## src/rtl/bcd_to_bin_if.sv

```systemverilog
// ---------------------------------------------------------------------------
// bcd_to_bin_if
// Bundles the request/result signals of the BCD-to-binary converter.
//
// Handshake: the requester drives bcd and pulses start; start is taken only
// when the converter is idle and en=1 (there is no back-pressure signal and
// no queuing, so a start seen while busy or during done is dropped). busy
// is high for the whole conversion. done is a one-clock pulse, and bin and
// invalid are valid from that cycle until the next conversion completes.
//
// Signals:
//   en      : clock enable for acceptance and conversion steps
//   start   : conversion request
//   bcd     : packed BCD operand, digit [0] least significant
//   busy    : conversion in progress
//   done    : one-clock completion pulse
//   invalid : last accepted operand held a digit above 9
//   bin     : binary result, zero-extended
// Modports: master (requester), slave (converter).
// ---------------------------------------------------------------------------
interface bcd_to_bin_if #(
    parameter int BCD_DIGITS = 2
) ();
    logic                          en;
    logic                          start;
    logic [BCD_DIGITS-1:0][3:0]    bcd;
    logic                          busy;
    logic                          done;
    logic                          invalid;
    logic [4*BCD_DIGITS-1:0]       bin;

    modport master (
        output en, start, bcd,
        input  busy, done, invalid, bin
    );

    modport slave (
        input  en, start, bcd,
        output busy, done, invalid, bin
    );
endinterface

```

## src/rtl/bcd_to_bin.sv

```systemverilog
// ---------------------------------------------------------------------------
// bcd_to_bin
// Sequential BCD-to-binary converter (reverse double dabble), one bit per
// enabled clock. A legal operand takes 4*BCD_DIGITS steps. An operand with a
// digit above 9 skips conversion and reports invalid with bin=0.
//
// Ports:
//   clk       : clock, all state updates on posedge
//   arst_n    : synchronous active-low reset
//   bus       : bcd_to_bin_if slave (en, start, bcd -> busy, done, invalid, bin)
//   fsm_state : current FSM state (0 IDLE, 1 CONVERT, 2 DONE) for observation
// ---------------------------------------------------------------------------
module bcd_to_bin #(
    parameter int BCD_DIGITS = 2
) (
    input  logic        clk,
    input  logic        arst_n,
    bcd_to_bin_if.slave bus,
    output logic [1:0]  fsm_state
);
    localparam int W  = 4 * BCD_DIGITS;
    // Counter must reach W itself without wrapping.
    localparam int CW = $clog2(W + 1);

    typedef enum logic [1:0] {
        IDLE    = 2'd0,
        CONVERT = 2'd1,
        DONE    = 2'd2
    } state_t;

    state_t        state_q, state_d;
    logic [W-1:0]  shift_bcd_q, shift_bcd_d;
    logic [W-1:0]  shift_bin_q, shift_bin_d;
    logic [W-1:0]  step_bcd, step_bin;
    logic [W-1:0]  bin_q, bin_d;
    logic [CW-1:0] cnt_q, cnt_d;
    logic          busy_q, busy_d;
    logic          done_q, done_d;
    logic          invalid_q, invalid_d;
    logic          operand_bad;

    // One conversion step: shift the combined register right, then pull
    // every BCD digit that became >=8 back down by 3 (undoes the x10 weight
    // a bit gets when it crosses from one digit into the one below).
    always_comb begin
        {step_bcd, step_bin} = {shift_bcd_q, shift_bin_q} >> 1;
        for (int i = 0; i < BCD_DIGITS; i++) begin
            if (step_bcd[4*i +: 4] >= 4'd8) begin
                step_bcd[4*i +: 4] = step_bcd[4*i +: 4] - 4'd3;
            end
        end
    end

    always_comb begin
        operand_bad = 1'b0;
        for (int i = 0; i < BCD_DIGITS; i++) begin
            if (bus.bcd[i] > 4'd9) begin
                operand_bad = 1'b1;
            end
        end
    end

    // Next-state and next-output logic. bin/invalid only move on the edge
    // that enters DONE, so they stay frozen throughout CONVERT.
    always_comb begin
        state_d     = state_q;
        shift_bcd_d = shift_bcd_q;
        shift_bin_d = shift_bin_q;
        cnt_d       = cnt_q;
        bin_d       = bin_q;
        invalid_d   = invalid_q;

        case (state_q)
            IDLE: begin
                if (bus.en && bus.start) begin
                    shift_bcd_d = bus.bcd;
                    shift_bin_d = '0;
                    cnt_d       = '0;
                    if (operand_bad) begin
                        state_d   = DONE;
                        invalid_d = 1'b1;
                        bin_d     = '0;
                    end else begin
                        state_d = CONVERT;
                    end
                end
            end
            CONVERT: begin
                if (bus.en) begin
                    shift_bcd_d = step_bcd;
                    shift_bin_d = step_bin;
                    cnt_d       = cnt_q + 1'b1;
                    // The final step's result goes straight to bin so done
                    // rises on the same edge as the last shift.
                    if (cnt_q == CW'(W - 1)) begin
                        state_d   = DONE;
                        bin_d     = step_bin;
                        invalid_d = 1'b0;
                    end
                end
            end
            DONE: begin
                state_d = IDLE;
            end
            default: begin
                state_d = IDLE;
            end
        endcase

        busy_d = (state_d == CONVERT);
        done_d = (state_d == DONE);
    end

    always_ff @(posedge clk) begin
        if (!arst_n) begin
            state_q     <= IDLE;
            shift_bcd_q <= '0;
            shift_bin_q <= '0;
            cnt_q       <= '0;
            bin_q       <= '0;
            invalid_q   <= 1'b0;
            busy_q      <= 1'b0;
            done_q      <= 1'b0;
        end else begin
            state_q     <= state_d;
            shift_bcd_q <= shift_bcd_d;
            shift_bin_q <= shift_bin_d;
            cnt_q       <= cnt_d;
            bin_q       <= bin_d;
            invalid_q   <= invalid_d;
            busy_q      <= busy_d;
            done_q      <= done_d;
        end
    end

    assign bus.busy    = busy_q;
    assign bus.done    = done_q;
    assign bus.invalid = invalid_q;
    assign bus.bin     = bin_q;
    assign fsm_state   = state_q;
endmodule

```

## src/flat_wrapper.sv

```systemverilog
// flat-port wrapper written by rule: the top's interface ports become plain ports
module bcd_to_bin_flat 
#(
    parameter int BCD_DIGITS = 2
)
  (clk, arst_n, fsm_state, bus_en, bus_start, bus_bcd, bus_busy, bus_done, bus_invalid, bus_bin);
  bcd_to_bin_if #(.BCD_DIGITS(BCD_DIGITS)) bus_i ();
  input  logic clk;
  input  logic arst_n;
  output logic [1:0] fsm_state;
  input wire logic [$bits(bus_i.en)-1:0] bus_en;
  input wire logic [$bits(bus_i.start)-1:0] bus_start;
  input wire logic [$bits(bus_i.bcd)-1:0] bus_bcd;
  output wire logic [$bits(bus_i.busy)-1:0] bus_busy;
  output wire logic [$bits(bus_i.done)-1:0] bus_done;
  output wire logic [$bits(bus_i.invalid)-1:0] bus_invalid;
  output wire logic [$bits(bus_i.bin)-1:0] bus_bin;
  assign bus_i.en = bus_en;
  assign bus_i.start = bus_start;
  assign bus_i.bcd = bus_bcd;
  assign bus_busy = bus_i.busy;
  assign bus_done = bus_i.done;
  assign bus_invalid = bus_i.invalid;
  assign bus_bin = bus_i.bin;
  bcd_to_bin #(.BCD_DIGITS(BCD_DIGITS)) u_core (.clk(clk), .arst_n(arst_n), .bus(bus_i), .fsm_state(fsm_state));
endmodule
```

## config.mk

```make
export PLATFORM = sky130hd
export DESIGN_NAME = bcd_to_bin_flat
export DESIGN_NICKNAME = d
export VERILOG_FILES = /design/src/rtl/bcd_to_bin_if.sv /design/src/rtl/bcd_to_bin.sv /design/src/flat_wrapper.sv
export SDC_FILE = /design/constraint.sdc
export NUM_CORES = 1
export LEC_CHECK = 0
export ABC_AREA = 1
export CAP_MARGIN = 20
export CORE_UTILIZATION = 50
export DETAILED_ROUTE_END_ITERATION = 10
export PLACE_DENSITY_LB_ADDON = 0.2
export SYNTH_ARGS = -nofsm -noshare
export SYNTH_HDL_FRONTEND = slang
export SYNTH_SLANG_ARGS = --single-unit
```

## constraint.sdc

```tcl
create_clock -name clk -period 3.4 [get_ports clk]
set_input_delay 0.51 -clock clk [delete_from_list [all_inputs] [get_ports clk]]
set_output_delay 0.51 -clock clk [all_outputs]
set_load 0.05 [all_outputs]
```

==> flow_metrics.tcl <==
set metrics [dict create \
    layout_min_cycle_time_ns 2.14 \
    cts_tree "built" \
    place_inst 242 \
    cts_resized 0 \
    clk_pin_slew_ns 0.10 \
    clockBufferDepth 2 \
    vias 1323 \
    routedWlPerCell_um 11.5 \
    status "complete, no violations" \
    worst_pin_slew_ns 0.579 \
    worst-path-buf-inv 1 \
    synthFlopType "dfxtp_1" \
    antenna_found_initial 0 \
    maxSlewViolCount 0 \
    initial_utilization 0.549 \
    irDropWorstVdd_v 0.000408 \
    stdcell_count 250 \
    cellLeakagePower_nw 0.718 \
    timing.final.ws_setup_ns 1.26 \
    cts.htree.levels 2 \
    ys_types 23 \
    row_count 18 \
    vias_per_cell 5.29 \
    finalWeightedCongestion 0.787 \
    crit_family "buffers and inverters" \
    drt_pass1_iterations 5 \
    grt_pass1_wl_mm 4.89 \
    synth_warnings 0 \
    final_layout_size_suffix_gt1_frac 0.0773 \
    worst_path_max_delay_cell "clkdlybuf4s50_1" \
    dr.first_iter.drc_count 40 \
    p_per_area_mw_per_mm2 509 \
    synth-seq-cells 32 \
    grt_use_total 0.199 \
    dieArea_mm2 0.00306 \
    crit_type "reg -> out" \
    path_max_fanout 6 \
    ant_nets 0 \
    hpwl_mm 2.00 \
    crit_chain "clkdlybuf4s50_1" \
    rsz0062_at_grt "false" \
    slew_headroom 0.613 \
    core_area_mm2 0.00259 \
    finalSetupViolCount 0 \
    cap_viol_max_count 0 \
    critPathCaptureType "output pin" \
    diodes 0 \
    hold_violations 0 \
    worst_clock_skew_ns 0.00612 \
    gr-total-overflow 0 \
    cts_setup_buffers 0 \
    routed_wirelength_mm 2.88 \
    ctsHoldBuffers 0 \
    syn_inst 194 \
    synth_top_cell_by_area "dfxtp_1" \
    dieHeight_um 55.3 \
    grt_pass1_vias 1191 \
    clockRootBuffer "clkbuf_4" \
    critPathLaunchType "flop" \
    final_util 0.673 \
    final_cell_area_mm2 0.00174 \
    clk_latency_ns 0.34 \
    grt_max_degree 34 \
    synth.avg_cell_area_um2 7.33 \
    place_area_mm2 0.00167 \
    synthTopCellsByArea "dfxtp_1 (45%), nand2_1 (10%), nor2_1 (7.1%)" \
    io_buffers 24 \
    cts_made_buffers 5 \
    drc 0 \
    ys_seq_area_frac 0.451 \
    setup_tns_ns 0 \
    syn_area_mm2 0.00142 \
    syn_nets 209 \
    fin_crit_sh 0.630 \
    yosysTopAreaCellShare 0.451 \
    cp.required_ns 2.89 \
    hold_class "reg -> reg" \
    cts_sinks 32 \
    max_freq_mhz 467 \
    synth_edf_count 0 \
    place_ws_ns 1.14 \
    area_growth_pct 22.7 \
    crit_path_max_incr_delay_ns 0.84 \
    die_w_um 55.3 \
    cp.arrival_ns 1.63 \
    ys_async_sr_fraction 0 \
    ios 25 \
    final_net_count 234 \
]
==> per-layer routing <==
| metal | up-vias | track usage | routed length [um] | share of wire |
|---|---|---|---|---|
| met5 | - | 0 | 0 | 0 |
| met4 | 0 | 0.0893 | 46 | 0.016 |
| met3 | 8 | 0.0515 | 137 | 0.048 |
| met2 | 37 | 0.329 | 1310 | 0.46 |
| met1 | 592 | 0.241 | 1380 | 0.48 |
| li1 | 686 | - | - | - |
==> layout by cell type, fill, tap and decap left out, types with 2 or more instances in the layout <==
master | netlist | final
nand2_1 | 39 | 39
dfxtp_1 | 32 | 32
nor2_1 | 27 | 27
clkdlybuf4s50_1 | 0 | 24
a21oi_1 | 19 | 19
nand3_1 | 15 | 15
o21ai_0 | 14 | 14
inv_1 | 13 | 13
o21ai_1 | 9 | 9
clkbuf_4 | 0 | 5
inv_2 | 3 | 3
a31oi_1 | 3 | 3
ha_1 | 3 | 3
nor2_4 | 2 | 2
nor3_1 | 2 | 2
==> where the power goes <==
| group | internal [W] | total, W | switching [W] |
|---|---|---|---|
| clock | 0.000154 | 0.000286 | 0.000132 |
| sequential | 0.000403 | 0.000421 | 0.0000176 |
| combinational | 0.0000647 | 0.000180 | 0.000115 |
==> logic make-up after synthesis <==
kind of cell	share of synthesized area
AOI/OAI and AO/OA	0.166
buffers and inverters	0.0695
xor gates and xnor gates	0.00616
DFF	0.451
adders and majority gates	0.0264
and+or+nand+nor	0.281
==> state kept, by name (all words and copies together) (netlist names) <==
register            cells
u_core.bus.bin          8
u_core.cnt_q            4
u_core.shift_bcd_q      8
u_core.fsm_state        2
u_core.bus.done         1
u_core.shift_bin_q      7
u_core.bus.invalid      1
u_core.bus.busy         1
==> cell usage after synthesis (2+ instances only) <==
master and n:
inv_2 3, nor2_1 27, ha_1 3, nand2_1 39, nor2_4 2, nor3_1 2, o21ai_1 9, nand3_1 15
a21oi_1 19, clkbuf_1 2, inv_1 13, a31oi_1 3, o21ai_0 14, dfxtp_1 32, buf_4 3
==> final cells by class <==
type                       count  area (um2)
sequential                    32         641
fill                         222         846
timing repair buffer          25         248
tap                           30        37.5
multi-input combinational    139         682
clock buffer                   6        41.3
clock inverter                 2        35.0
inverter                      16        60.1
==> metrics by stage <==
step / total power [W] / hold WS (ns)
after floorplan: 0.000557 / 0.439
after global placement: 0.000604 / 0.453
after detailed placement: 0.000609 / 0.460
after CTS: 0.000894 / 0.490
after global routing: 0.000931 / 0.511
final: 0.000887 / 0.488
==> final timing paths <==
check	slack [ns]	depth (start not counted)	to	from
worst min register to register	0.49	2	u_core.bus.bin[0]	u_core.bus.bin[0]
worst min-delay path	0.49	2	u_core.bus.bin[0]	u_core.bus.bin[0]
worst max register to register	1.67	8	u_core.bus.bin[1]	u_core.fsm_state[0]
worst max-delay path	1.26	1	fsm_state[0]	u_core.fsm_state[0]
(Power assumes the default switching activity.)
